[src/rtl/link_pkg.sv]
// Shared constants and width helpers for the link FIFO and its testbenches.
package link_pkg;

    // Defaults shared with the ring testbenches.
    localparam int unsigned DefaultWidth = 1;
    localparam int unsigned DefaultDepth = 4;

    // Width needed to hold an occupancy value in the range 0..depth.
    function automatic int unsigned count_width(input int unsigned depth);
        return $clog2(depth + 1);
    endfunction

    // Width needed to index depth entries; never narrower than one bit.
    function automatic int unsigned ptr_width(input int unsigned depth);
        return (depth > 1) ? $clog2(depth) : 1;
    endfunction

endpackage

[src/rtl/link_fifo_if.sv]
// Producer/consumer handshake bundle for link_fifo, plus its occupancy monitors.
interface link_fifo_if
    import link_pkg::*;
#(
    parameter int unsigned WIDTH = DefaultWidth,
    parameter int unsigned DEPTH = DefaultDepth
);
    localparam int unsigned CW = count_width(DEPTH);

    logic             i_in_valid;
    logic             o_in_ready;
    logic [WIDTH-1:0] i_in_data;
    logic             o_out_valid;
    logic             i_out_ready;
    logic [WIDTH-1:0] o_out_data;
    logic [CW-1:0]    o_count;
    logic [CW-1:0]    o_max_count;

    // FIFO side.
    modport slave (
        input  i_in_valid,
        input  i_in_data,
        input  i_out_ready,
        output o_in_ready,
        output o_out_valid,
        output o_out_data,
        output o_count,
        output o_max_count
    );

    // Producer/consumer side.
    modport master (
        output i_in_valid,
        output i_in_data,
        output i_out_ready,
        input  o_in_ready,
        input  o_out_valid,
        input  o_out_data,
        input  o_count,
        input  o_max_count
    );

endinterface

[src/rtl/link_wrap_ptr.sv]
// Modulo-DEPTH pointer; wraps by explicit compare so non-power-of-two depths work.
module link_wrap_ptr
    import link_pkg::*;
#(
    parameter int unsigned DEPTH = DefaultDepth
) (
    input  logic                        i_clk,
    input  logic                        i_rst,
    input  logic                        i_inc,
    output logic [ptr_width(DEPTH)-1:0] o_ptr
);
    localparam int unsigned PW = ptr_width(DEPTH);

    logic [PW-1:0] ptr_q;

    // Advance on i_inc, returning to 0 after the last entry.
    always_ff @(posedge i_clk or posedge i_rst) begin
        if (i_rst) begin
            ptr_q <= '0;
        end else if (i_inc) begin
            ptr_q <= (ptr_q == PW'(DEPTH - 1)) ? '0 : ptr_q + PW'(1);
        end
    end

    assign o_ptr = ptr_q;

endmodule

[src/rtl/link_fifo.sv]
// Valid/ready FIFO feeding the sub_reg stage. Flags come only from the registered
// count, so no input reaches an output combinationally. DEPTH must be at least 2.
module link_fifo
    import link_pkg::*;
#(
    parameter int unsigned WIDTH = DefaultWidth,
    parameter int unsigned DEPTH = DefaultDepth
) (
    input  logic        i_clk,
    input  logic        i_rst,
    link_fifo_if.slave  bus
);
    localparam int unsigned CW = count_width(DEPTH);
    localparam int unsigned PW = ptr_width(DEPTH);

    logic [WIDTH-1:0] mem_q [DEPTH];
    logic [CW-1:0]    count_q, count_d;
    logic [CW-1:0]    max_q, max_d;
    logic [PW-1:0]    wr_ptr, rd_ptr;
    logic             in_ready, out_valid;
    logic             push, pop;

    assign in_ready  = (count_q != CW'(DEPTH));
    assign out_valid = (count_q != '0);

    // When full, in_ready is low, so a same-cycle pop never lets a push in.
    assign push = bus.i_in_valid & in_ready;
    assign pop  = out_valid & bus.i_out_ready;

    link_wrap_ptr #(
        .DEPTH (DEPTH)
    ) u_wr_ptr (
        .i_clk (i_clk),
        .i_rst (i_rst),
        .i_inc (push),
        .o_ptr (wr_ptr)
    );

    link_wrap_ptr #(
        .DEPTH (DEPTH)
    ) u_rd_ptr (
        .i_clk (i_clk),
        .i_rst (i_rst),
        .i_inc (pop),
        .o_ptr (rd_ptr)
    );

    // Next occupancy and running peak of that occupancy.
    always_comb begin
        count_d = count_q;
        if (push && !pop) begin
            count_d = count_q + CW'(1);
        end else if (pop && !push) begin
            count_d = count_q - CW'(1);
        end
        max_d = (count_d > max_q) ? count_d : max_q;
    end

    // Occupancy and high-watermark registers.
    always_ff @(posedge i_clk or posedge i_rst) begin
        if (i_rst) begin
            count_q <= '0;
            max_q   <= '0;
        end else begin
            count_q <= count_d;
            max_q   <= max_d;
        end
    end

    // Storage; cleared on reset so the head reads 0 until the first push.
    always_ff @(posedge i_clk or posedge i_rst) begin
        if (i_rst) begin
            for (int i = 0; i < DEPTH; i++) begin
                mem_q[i] <= '0;
            end
        end else if (push) begin
            mem_q[wr_ptr] <= bus.i_in_data;
        end
    end

    assign bus.o_in_ready  = in_ready;
    assign bus.o_out_valid = out_valid;
    assign bus.o_out_data  = mem_q[rd_ptr];
    assign bus.o_count     = count_q;
    assign bus.o_max_count = max_q;

endmodule

[src/flat_wrapper.sv]
// flat-port wrapper written by rule: the top's interface ports become plain ports
module link_fifo_flat import link_pkg::*;
#(
    parameter int unsigned WIDTH = DefaultWidth,
    parameter int unsigned DEPTH = DefaultDepth
)
  (i_clk, i_rst, bus_i_in_valid, bus_i_in_data, bus_i_out_ready, bus_o_in_ready, bus_o_out_valid, bus_o_out_data, bus_o_count, bus_o_max_count);
  link_fifo_if #(.WIDTH(WIDTH), .DEPTH(DEPTH)) bus_i ();
  input  logic i_clk;
  input  logic i_rst;
  input wire logic [$bits(bus_i.i_in_valid)-1:0] bus_i_in_valid;
  input wire logic [$bits(bus_i.i_in_data)-1:0] bus_i_in_data;
  input wire logic [$bits(bus_i.i_out_ready)-1:0] bus_i_out_ready;
  output wire logic [$bits(bus_i.o_in_ready)-1:0] bus_o_in_ready;
  output wire logic [$bits(bus_i.o_out_valid)-1:0] bus_o_out_valid;
  output wire logic [$bits(bus_i.o_out_data)-1:0] bus_o_out_data;
  output wire logic [$bits(bus_i.o_count)-1:0] bus_o_count;
  output wire logic [$bits(bus_i.o_max_count)-1:0] bus_o_max_count;
  assign bus_i.i_in_valid = bus_i_in_valid;
  assign bus_i.i_in_data = bus_i_in_data;
  assign bus_i.i_out_ready = bus_i_out_ready;
  assign bus_o_in_ready = bus_i.o_in_ready;
  assign bus_o_out_valid = bus_i.o_out_valid;
  assign bus_o_out_data = bus_i.o_out_data;
  assign bus_o_count = bus_i.o_count;
  assign bus_o_max_count = bus_i.o_max_count;
  link_fifo #(.WIDTH(WIDTH), .DEPTH(DEPTH)) u_core (.i_clk(i_clk), .i_rst(i_rst), .bus(bus_i));
endmodule
[config.mk]
export PLATFORM = sky130hd
export DESIGN_NAME = link_fifo_flat
export DESIGN_NICKNAME = d
export VERILOG_FILES = /design/src/rtl/link_pkg.sv /design/src/rtl/link_fifo_if.sv /design/src/rtl/link_wrap_ptr.sv /design/src/rtl/link_fifo.sv /design/src/flat_wrapper.sv
export SDC_FILE = /design/constraint.sdc
export NUM_CORES = 1
export LEC_CHECK = 0
export ABC_AREA = 1
export BUFFER_PORTS_ARGS = -buffer_cell sky130_fd_sc_hd__buf_2
export CAP_MARGIN = 20
export CELL_PAD_IN_SITES_DETAIL_PLACEMENT = 2
export CELL_PAD_IN_SITES_GLOBAL_PLACEMENT = 2
export CORE_ASPECT_RATIO = 1.1
export CORE_MARGIN = 3
export CORE_UTILIZATION = 29
export DETAILED_ROUTE_END_ITERATION = 6
export PLACE_DENSITY = 0.79
export SKIP_CTS_REPAIR_TIMING = 1
export SYNTH_ARGS = -nofsm -noshare
export SYNTH_HDL_FRONTEND = slang
export SYNTH_SLANG_ARGS = --single-unit
[constraint.sdc]
create_clock -name i_clk -period 2.09 [get_ports i_clk]
set_input_delay 0.1045 -clock i_clk [delete_from_list [all_inputs] [get_ports i_clk]]
set_output_delay 0.1045 -clock i_clk [all_outputs]
set_load 0.02 [all_outputs]
==> metrics.txt <==
placed instance area around 1100 um^2; design area ~1300 um^2; f_max between 0.4 and 0.5 GHz; Yosys top cell by area dfrtp_1; Final nets between 150 and 200; Worst-Margin Slew 0.582 ns; vias per cell around 5; Final setup viols 3; Syn Area/Cell between 8 and 9 um^2; max_cap viols 0; GPL Wtd Cong around 0.7; Post-Syn Area between 800 and 900 um^2; Cell Rows 20; Max transition margin 0.612; crit path launch type flip-flop; final worst setup slack -0.202 ns; HPWL after detailed placement approximately 2.0 mm; failing checks negative setup slack; Unique masters post-synth 21; multiplexer share of the synthesized area 0; clock sinks 14; first-pass GRT wire length between 4 and 5 mm; htree depth 1; syn_nets 126; Ports 14; sequential fraction of the synthesis area 0.389; FILL cells about 340; Post-Synth Simple-Gate Area 0.259; share of post-route cells with drive strength above 1 0.496; max-slew violation count 0; Cells after Synth 110; Clock transition at path regs roughly 0.1 ns; min cycle time layout around 2.3 ns; synthesized flop and latch total 14; core area about 2900 um^2; Synth async-reset ratio 1.00; worst skew pair latency roughly 0.29 ns; Pleak between 0.0006 and 0.0007 uW; Yosys top cell area share 0.389; antenna diode count 0; TritonRoute pass-1 iters 3; initial antenna violation count 0; routed len/inst 18.1 um; dpl ws -0.188 ns; Starting Density 0.315; RSZ-0062 raised after global routing yes; vias in the first global route between 900 and 1000; post-synthesis xor/xnor area fraction 0.00974; largest family of logic cells by synthesized area simple AND/OR/NAND/NOR gates; Post-DRT Antenna Nets 0; CTS tree done; Worst R2R Path Depth 16; most instantiated cells after synthesis nand2_1, inv_1, dfrtp_1; top-count cell post-synth nand2_1; # port buffers 13; Die Height 64.4 um; predominant post-synthesis flop cell dfrtp_1; Setup Skew roughly 0.0036 ns; CTS Buffer Depth 2; setup TNS -0.597 ns; YS warnings 0; GRT Util Overall 0.145; EDFF count, synth 0; Routed Wire Length approximately 3.1 mm; Synth area leaders dfrtp_1, ha_1, nand2_1, inv_1, nand3_1; root buf cell clkbuf_4; WP data arrival between 2 and 2.5 ns; pwr/cell area about 1900 nW/um^2; largest net degree at the start of global routing 15; Hold Path Cell Cnt 3; kind of critical path flip-flop to flip-flop; Die W about 59 um; CP required roughly 2.3 ns; Tcrit/Tclk final 1.10; final hold violations 0; area growth from synthesis to layout 44.1%; initial DRC count 13; Hold Path Class input port to flip-flop; DRC viols 0; Final Total Pwr about 2400 uW; peak fanout along the critical path 4; Synth Area in Compound Gates 0.102; outcome finished with violations; vias roughly 870; Adder-Cell Fraction of Synth Area 0.153; die area about 3800 um^2; worst-case vdd ir drop about 900 uV; TritonCTS buffer count 3; grt ovf 0; Worst setup EP type flip-flop
==> critical path, stage by stage (launching register included) <==
cell	delay, ns
dfrtp_2	0.44
inv_2	0.09
ha_4	0.17
nand2_4	0.06
nand2_4	0.12
inv_4	0.06
nand2_4	0.10
nand2_4	0.06
inv_2	0.07
a21oi_2	0.06
ha_1	0.35
nand2_2	0.09
inv_2	0.04
a22oi_2	0.24
inv_2	0.10
nand2_1	0.07
nand2_1	0.05
==> path summary, 6_finish.rpt <==
path / start / end / slack [ns]
worst max-delay path: u_core.bus.o_count[0] / u_core.bus.o_max_count[2] / -0.20
worst min-delay path: bus_i_in_data / u_core.mem_q[3] / 0.12
worst max register to register: u_core.bus.o_count[0] / u_core.bus.o_max_count[2] / -0.20
worst min register to register: u_core.mem_q[3] / u_core.mem_q[3] / 0.51
max in group asynchronous: i_rst / u_core.bus.o_count[0] / 1.27
min in group asynchronous: i_rst / u_core.u_wr_ptr.o_ptr[0] / 0.40
==> stage by stage <==
| step | cells | hold slack (ns) | utilization |
|---|---|---|---|
| after CTS | 164 | -0.122 | 0.389 |
| final | 174 | 0.117 | 0.454 |
| after detailed placement | 160 | 0.199 | 0.377 |
| after global routing | 174 | 0.143 | 0.454 |
| after floorplan | 110 | -0.00642 | - |
| after global placement | 160 | 0.183 | 0.377 |
==> sequential cells by signal, summed over array words and instances, names as in the netlist <==
signal	cells
u_core.bus.o_max_count	3
u_core.mem_q	4
u_core.u_rd_ptr.o_ptr	2
u_core.bus.o_count	3
u_core.u_wr_ptr.o_ptr	2
==> report_power, final <==
group	leakage (uW)	switching (uW)	internal (uW)
sequential	0.000166	145	416
clock	0.0000210	103	106
combinational	0.000484	976	688
total	0.000670	1220	1210
==> final cells by class <==
| type | count | area (um^2) | share of cell area |
|---|---|---|---|
| clock buffers | 4 | 36.3 | 0.0280 |
| inverters | 18 | 72.6 | 0.0560 |
| multi-input cells | 77 | 613 | 0.473 |
| flip-flops and latches | 14 | 353 | 0.272 |
| well taps | 33 | 41.3 | 0.0319 |
| repair buffers | 28 | 180 | 0.139 |
==> cell usage in the layout (no fill, tap or decap) <==
cell type | Yosys | routed
nand2_1 | 33 | 23
buf_4 | 0 | 14
buf_2 | 0 | 13
dfrtp_1 | 14 | 12
inv_1 | 15 | 11
nand2_2 | 4 | 10
ha_1 | 11 | 8
o21ai_0 | 7 | 7
nand2_4 | 2 | 6
inv_2 | 2 | 5
nand3_2 | 0 | 4
ha_4 | 0 | 3
clkbuf_4 | 0 | 3
inv_4 | 0 | 2
nand3_1 | 7 | 2
a21oi_1 | 3 | 2
nor2_1 | 2 | 2
dfrtp_2 | 0 | 2
nand3_4 | 0 | 1
a22oi_2 | 0 | 1
o21ai_2 | 1 | 1
a21oi_4 | 0 | 1
nand3b_2 | 1 | 1
a21oi_2 | 1 | 1
nand3b_1 | 1 | 1
xnor2_1 | 1 | 1
a21boi_4 | 0 | 1
a32oi_1 | 1 | 1
clkbuf_8 | 0 | 1
dlygate4sd3_1 | 0 | 1
==> logic make-up (layout without fill, tap and decap cells) <==
group                      after synthesis  in the layout
buffers and inverters                   19             50
AOI/OAI and AO/OA                       15             15
xor gates and xnor gates                 1              1
and+or+nand+nor                         50             50
DFF                                     14             14
adders and majority gates               11             11
==> metal layers <==
layer,wire length (um),GRT usage,vias up,part of all wire
met2,1880,0.268,14,0.60
met1,1150,0.162,435,0.36
met4,53,0.0595,0,0.017
met5,0,0,-,0
li1,-,-,410,-
met3,68,0.0199,6,0.022
No activity file was read; power rests on OpenSTA's default activity.
